<file path="src/rtl/bcd_down_timer.sv">
// Three-digit BCD countdown timer with prescaled tick, pause/hold,
// sticky invalid-load flag and a one-cycle done pulse at 000.
module bcd_down_timer #(
    parameter int unsigned TICK_DIV = 1,
    parameter int unsigned DIV_W    = 16
) (
    input  logic       ck,
    input  logic       rs,
    input  logic       load,
    input  logic [3:0] ld_bcd2,
    input  logic [3:0] ld_bcd1,
    input  logic [3:0] ld_bcd0,
    input  logic       start,
    input  logic       pause,
    output logic [3:0] bcd2,
    output logic [3:0] bcd1,
    output logic [3:0] bcd0,
    output logic       running,
    output logic       done,
    output logic       err
);

    typedef enum logic [1:0] {
        IDLE = 2'd0,
        RUN  = 2'd1,
        HOLD = 2'd2
    } state_t;

    localparam logic [DIV_W-1:0] PRE_TOP = DIV_W'(TICK_DIV - 1);
    localparam logic [11:0]      ONE     = 12'h001;

    state_t           state_q, state_d;
    logic [11:0]      val_q, val_d;
    logic [DIV_W-1:0] pre_q, pre_d;
    logic             err_q, err_d;
    logic             done_q, done_d;
    logic             run_q, run_d;

    logic [11:0]      ld_val;
    logic             ld_ok;
    logic             is_zero;

    // BCD minus one with borrow ripple; 000 is held, never wrapped.
    function automatic logic [11:0] bcd_dec(input logic [11:0] v);
        logic [3:0] d2, d1, d0;
        d2 = v[11:8];
        d1 = v[7:4];
        d0 = v[3:0];
        if (v == 12'h000) begin
            return v;
        end
        if (d0 != 4'd0) begin
            d0 = d0 - 4'd1;
        end else begin
            d0 = 4'd9;
            if (d1 != 4'd0) begin
                d1 = d1 - 4'd1;
            end else begin
                d1 = 4'd9;
                d2 = d2 - 4'd1;
            end
        end
        return {d2, d1, d0};
    endfunction

    assign ld_val  = {ld_bcd2, ld_bcd1, ld_bcd0};
    assign ld_ok   = (ld_bcd2 <= 4'd9) && (ld_bcd1 <= 4'd9)
                  && (ld_bcd0 <= 4'd9);
    assign is_zero = (val_q == 12'h000);

    always_comb begin
        state_d = state_q;
        val_d   = val_q;
        pre_d   = pre_q;
        err_d   = err_q;
        done_d  = 1'b0;
        if (load) begin
            if (ld_ok) begin
                val_d   = ld_val;
                pre_d   = '0;
                state_d = IDLE;
                err_d   = 1'b0;
            end else begin
                err_d   = 1'b1;
            end
        end else if (start && state_q == IDLE) begin
            if (!is_zero) begin
                state_d = RUN;
                pre_d   = '0;
            end
        end else if (state_q == RUN) begin
            if (pause) begin
                state_d = HOLD;
            end else if (pre_q == PRE_TOP) begin
                pre_d = '0;
                val_d = bcd_dec(val_q);
                if (val_q == ONE) begin
                    done_d  = 1'b1;
                    state_d = IDLE;
                end
            end else begin
                pre_d = pre_q + DIV_W'(1);
            end
        end else if (state_q == HOLD) begin
            if (!pause) begin
                state_d = RUN;
            end
        end
    end

    assign run_d = (state_d == RUN) || (state_d == HOLD);

    always_ff @(posedge ck or negedge rs) begin
        if (!rs) begin
            state_q <= IDLE;
            val_q   <= 12'h000;
            pre_q   <= '0;
            err_q   <= 1'b0;
            done_q  <= 1'b0;
            run_q   <= 1'b0;
        end else begin
            state_q <= state_d;
            val_q   <= val_d;
            pre_q   <= pre_d;
            err_q   <= err_d;
            done_q  <= done_d;
            run_q   <= run_d;
        end
    end

    assign bcd2    = val_q[11:8];
    assign bcd1    = val_q[7:4];
    assign bcd0    = val_q[3:0];
    assign running = run_q;
    assign done    = done_q;
    assign err     = err_q;

endmodule

</file>
<file path="config.mk">
export PLATFORM = sky130hd
export DESIGN_NAME = bcd_down_timer
export DESIGN_NICKNAME = d
export VERILOG_FILES = /design/src/rtl/bcd_down_timer.sv
export SDC_FILE = /design/constraint.sdc
export NUM_CORES = 1
export LEC_CHECK = 0
export BUFFER_PORTS_ARGS = -buffer_cell sky130_fd_sc_hd__buf_2
export CAP_MARGIN = 5
export CORE_ASPECT_RATIO = 0.6
export CORE_UTILIZATION = 50
export CTS_CLUSTER_DIAMETER = 120
export DETAILED_ROUTE_END_ITERATION = 8
export GPL_TIMING_DRIVEN = 0
export PLACE_DENSITY = 0.75
export SLEW_MARGIN = 20
export SYNTH_ARGS = -nofsm -noshare
export SYNTH_HDL_FRONTEND = slang
export SYNTH_SLANG_ARGS = --single-unit
</file>
<file path="constraint.sdc">
create_clock -name ck -period 2.99 [get_ports ck]
set_input_delay 0 -clock ck [delete_from_list [all_inputs] [get_ports ck]]
set_output_delay 0 -clock ck [all_outputs]
set_load 0.03 [all_outputs]
</file>
==> Word level (Yosys, flattened, before mapping) <==
Cells that the tools add are included.
Widths: inputs -> output; s select.
{ "totals": {"latchBits": 0, "register_bits": 33, "output_inout_bits": 15, "in_bits": 17, "memories": 0, "elab_cells": 86, "rom_bits": 0, "mem_bits_rw": 0} }
{ "op_classes": {"n_div": 0, "n_shift": 0, "addsub": 4, "magnitude_cmp": 3, "n_mul": 0, "eq_ne": 13, "reduce_logical": 16, "mux": 42, "n_bitwise": 0} }
{ "op_table": {"columns": ["operator", "n"], "rows": [
  ["$mux 16", 7],
  ["$mux 12", 7],
  ["$mux 2", 10],
  ["$mux 4", 5],
  ["$add 16x1->16 const B", 1],
  ["$logic_not 16->1", 1],
  ["$mux 1", 13],
  ["$eq 12x1->1 const B", 1],
  ["$le 4x4->1 const B", 3],
  ["$logic_not 12->1", 1],
  ["$ne 3x3->1 const B", 4],
  ["$sub 4x1->4 const B", 3],
  ["$reduce_and 8->1", 1],
  ["$reduce_bool 4->1", 2],
  ["$reduce_and 7->1", 1],
  ["$reduce_and 6->1", 1],
  ["$eq 2x1->1 const B", 2],
  ["$eq 2x2->1 const B", 2],
  ["$ne 2x2->1 const B", 2],
  ["$reduce_and 4->1", 1],
  ["$reduce_bool 2->1", 2],
  ["$logic_and 1x1->1", 3],
  ["$ne 3x2->1 const B", 1],
  ["$reduce_bool 3->1", 1],
  ["other kinds (3)", 3]
]} }

==> Depth between registers and ports, before layout <==
{ "depth": {"ltp_word": 13, "ltp_mapped": 9, "depth_no_buf": 7} }

==> Least setup slack after synthesis <==
No wires, ideal clock.
{ "synth_timing": {"kind": "register to register", "startpoint": "register val_q[8]", "endpoint": "register pre_q[5]", "t_required_ns": 2.880, "path_buffers": 1, "t_arrival_ns": 2.147, "path_stages_with_launch": 9, "slack_ns": 0.732, "cell_sequence": "dfrtp_1 > inv_1 > ha_1 > nor3b_1 > a31oi_1 > o22ai_2 > buf_2 > o21ai_0 > o41ai_1"} }
{ "synth_between": {"elab_chain_len": 3} }
{ "synth_lines": {"columns": ["element", "line_no", "rtl"], "rows": [
  ["start: declaration", "33", "logic [11:0] val_q, val_d;"],
  ["start signal: assignment", "123", "val_q <= val_d;"],
  ["$logic_not 12->1", "69", "assign is_zero = (val_q == 12'h000);"],
  ["$ne 3x3->1 (no line)", null, null],
  ["$reduce_and 4->1 (no line)", null, null],
  ["end signal: assignment", "124", "pre_q <= pre_d;"],
  ["end: declaration", "34", "logic [DIV_W-1:0] pre_q, pre_d;"]
]} }
No other way between the ends.
A chain may end at the register's enable or synchronous reset.

==> Worst setup path in the final report <==
{ "layout_timing": {"startpoint": "register val_q[8]", "endpoint": "register pre_q[14]"} }
The elaborated chain is that of the path after synthesis.

==> impl_metrics.env <==
export IMPL_period_needed_ps=2630
export IMPL_grt_max_degree=34
export IMPL_worst_setup_path_end_kind="flip-flop"
export IMPL_drc_errors=0
export IMPL_htree_levels=2
export IMPL_finalCritPeriodShare=0.880
export IMPL_ys_ff_latch=33
export IMPL_cts_tree="built"
export IMPL_startpoint_type="flip-flop"
export IMPL_drv_slew=0
export IMPL_drt_total_wl_mm=5.52
export IMPL_setup_ws_ps=359
export IMPL_synth_common_cells="36 x nand2_1, 33 x dfrtp_1, 29 x o21ai_0"
export IMPL_post_cts_buffers=0
export IMPL_dpl_worst_slack_ps=446
export IMPL_clk_latency_ps=290
export IMPL_arrival_ps=2810
export IMPL_die_h_um=52.0
export IMPL_routed_via_count=2084
export IMPL_power_leakage_nw=1.02
export IMPL_cts_sinks=33
export IMPL_syn_inst=246
export IMPL_cts_buffer_depth=2
export IMPL_vdd_drop_max_mv=0.270
export IMPL_synthFlopType="dfrtp_1"
export IMPL_first_pass_iters=5
export IMPL_tightest_slew_ps=929
export IMPL_hold_viol_final=0
export IMPL_initial_core_util=0.544
export IMPL_synth_top_area_share=0.396
export IMPL_hold_buffers=5
export IMPL_cp_max_fo=10
export IMPL_io_pins=32
export IMPL_setup_violations=0
export IMPL_grt_pass1_vias=1640
export IMPL_synth_edff_count=0
export IMPL_ant_nets=0
export IMPL_track_usage=0.272
export IMPL_synthArstFlopShare=1.00
export IMPL_p_per_area_nw_per_um2=558
export IMPL_synthTopCellsByArea="dfrtp_1 40%, o21ai_0 7.0%, nand2_1 6.5%"
export IMPL_p_total_mw=1.37
export IMPL_max_cap_violations=0
export IMPL_cts_clk_slew_worst_paths_ps=70
export IMPL_rsz0062_at_grt="false"
export IMPL_grt_overflow=0
export IMPL_cts_root_buf="clkbuf_8"
export IMPL_fp_dieW_um=85.4
export IMPL_cp_required_ps=3170
export IMPL_fmax_mhz=380
export IMPL_status="finished, final reports clean"
export IMPL_finClkSkew_ps=7.61
export IMPL_place_congestion=0.833
export IMPL_relSlewSlack=0.376
export IMPL_cts_repair_resized=0
export IMPL_synth_largest_area_cell="dfrtp_1"
export IMPL_hold_path_class="in -> reg"
export IMPL_synth_cell_types=52
export IMPL_drt_first_iter_violations=195
export IMPL_viasPerCell=6.18
export IMPL_cts_buffers_inserted=5
export IMPL_yosys_warnings=0
export IMPL_final_setup_tns_ps=0
export IMPL_synth_fp_nets=267
export IMPL_synth_most_common_cell="nand2_1"
export IMPL_wl_per_cell_um=16.4
export IMPL_syn_to_final_growth_pct=18.2
export IMPL_die_area_um2=4440
export IMPL_critPathKind="reg -> reg"
export IMPL_antenna_cells=0
export IMPL_core_area_um2=3830
export IMPL_grt_pass1_wl_mm=8.91
export IMPL_avgSynthCellArea_um2=8.47
export IMPL_antenna_found_initial=0
export IMPL_drive_gt1_frac=0.176
export IMPL_yosysSeqAreaShare=0.396
export IMPL_netlist_area_um2=2080
export IMPL_rows=17
export IMPL_fin_nets=310
export IMPL_hpwl_mm=3.96
export IMPL_port_buffers=31
state kept, by name, indices dropped and copies added (netlist names):
name,cells
val_q,12
running,1
pre_q,16
done,1
state_q,2
err,1
per-stage QoR:
step | instances | hold slack, ps | utilization | instance area, um^2
after floorplan | 246 | -296 | - | 2080
after global placement | 324 | 112 | 0.600 | 2300
after detailed placement | 324 | 106 | 0.600 | 2300
after CTS | 337 | 13.2 | 0.644 | 2460
after global routing | 337 | 17.3 | 0.644 | 2460
final | 337 | 10.4 | 0.644 | 2460
cell families (layout without fill, tap and decap cells):
kind of cell,count (synthesis),after routing,share of synthesized area
compound gates,72,72,0.227
xor+xnor,5,5,0.0210
buf+inv,22,66,0.0414
simple gates,104,104,0.261
mux,5,5,0.0252
flops,33,33,0.396
fa+ha+maj,5,5,0.0288
layer usage:
layer,vias to the layer above,track usage,part of all wire
li1,1010,-,-
met1,970,0.456,0.54
met2,100,0.317,0.37
met3,4,0.0714,0.086
met4,0,0.0750,0.0083
met5,-,0,0
area by class of cell:
cell class,count,area (um^2)
plain buffers,11,45.0
inverters,11,41.3
flip-flops and latches,33,826
clock buffers,7,86.3
multi-input cells,191,1170
repair buffers,36,205
clock inverters,1,30.0
fillers,330,1360
well taps,47,58.8
report_power, final:
part | switching [mW] | leakage, nW | internal [mW]
Sequential | 0.0761 | 0.424 | 0.493
Combinational | 0.237 | 0.533 | 0.132
Clock | 0.165 | 0.0585 | 0.272
cells in the final DEF (no fill, tap or decap), types with 3 or more instances in the layout:
cell	netlist	routed
or3_1	4	4
and3_1	7	7
nand2_1	36	36
inv_1	10	10
a21oi_1	11	11
o21ai_0	29	29
dlygate4sd3_1	0	5
clkbuf_1	8	9
a31oi_1	4	4
nand3_1	11	11
a211oi_1	3	3
buf_2	3	34
nor4_1	5	5
a32oi_1	3	3
xor2_1	4	4
dfrtp_1	33	33
o21a_1	3	3
ha_1	4	4
o31ai_1	5	5
clkbuf_8	0	6
nor2_1	11	11
nor3_1	9	9
nand4_1	5	5
mux2i_1	3	3
path summary, 6_finish.rpt:
check	startpoint	to	slack, ps	depth (start not counted)
max	val_q[8]$_DFFE_PN0P_	pre_q[14]$_DFFE_PN0P_	360	8
min	ld_bcd2[0]	val_q[8]$_DFFE_PN0P_	10	3
max reg2reg	val_q[8]$_DFFE_PN0P_	pre_q[14]$_DFFE_PN0P_	360	8
min reg2reg	err$_DFFE_PN0P_	err$_DFFE_PN0P_	490	1
max in group asynchronous	rs	val_q[5]$_DFFE_PN0P_	2210	2
min in group asynchronous	rs	pre_q[7]$_DFFE_PN0P_	300	2
critical path, cell delays in order, from the launching register on:
cell and delay (ps):
dfrtp_1 410, inv_1 130, ha_1 160, nor3b_1 750, a31oi_1 210, o22ai_2 360, buf_2 290, o21ai_0 120
o31ai_1 90
No activity file was read; power rests on OpenSTA's default activity.
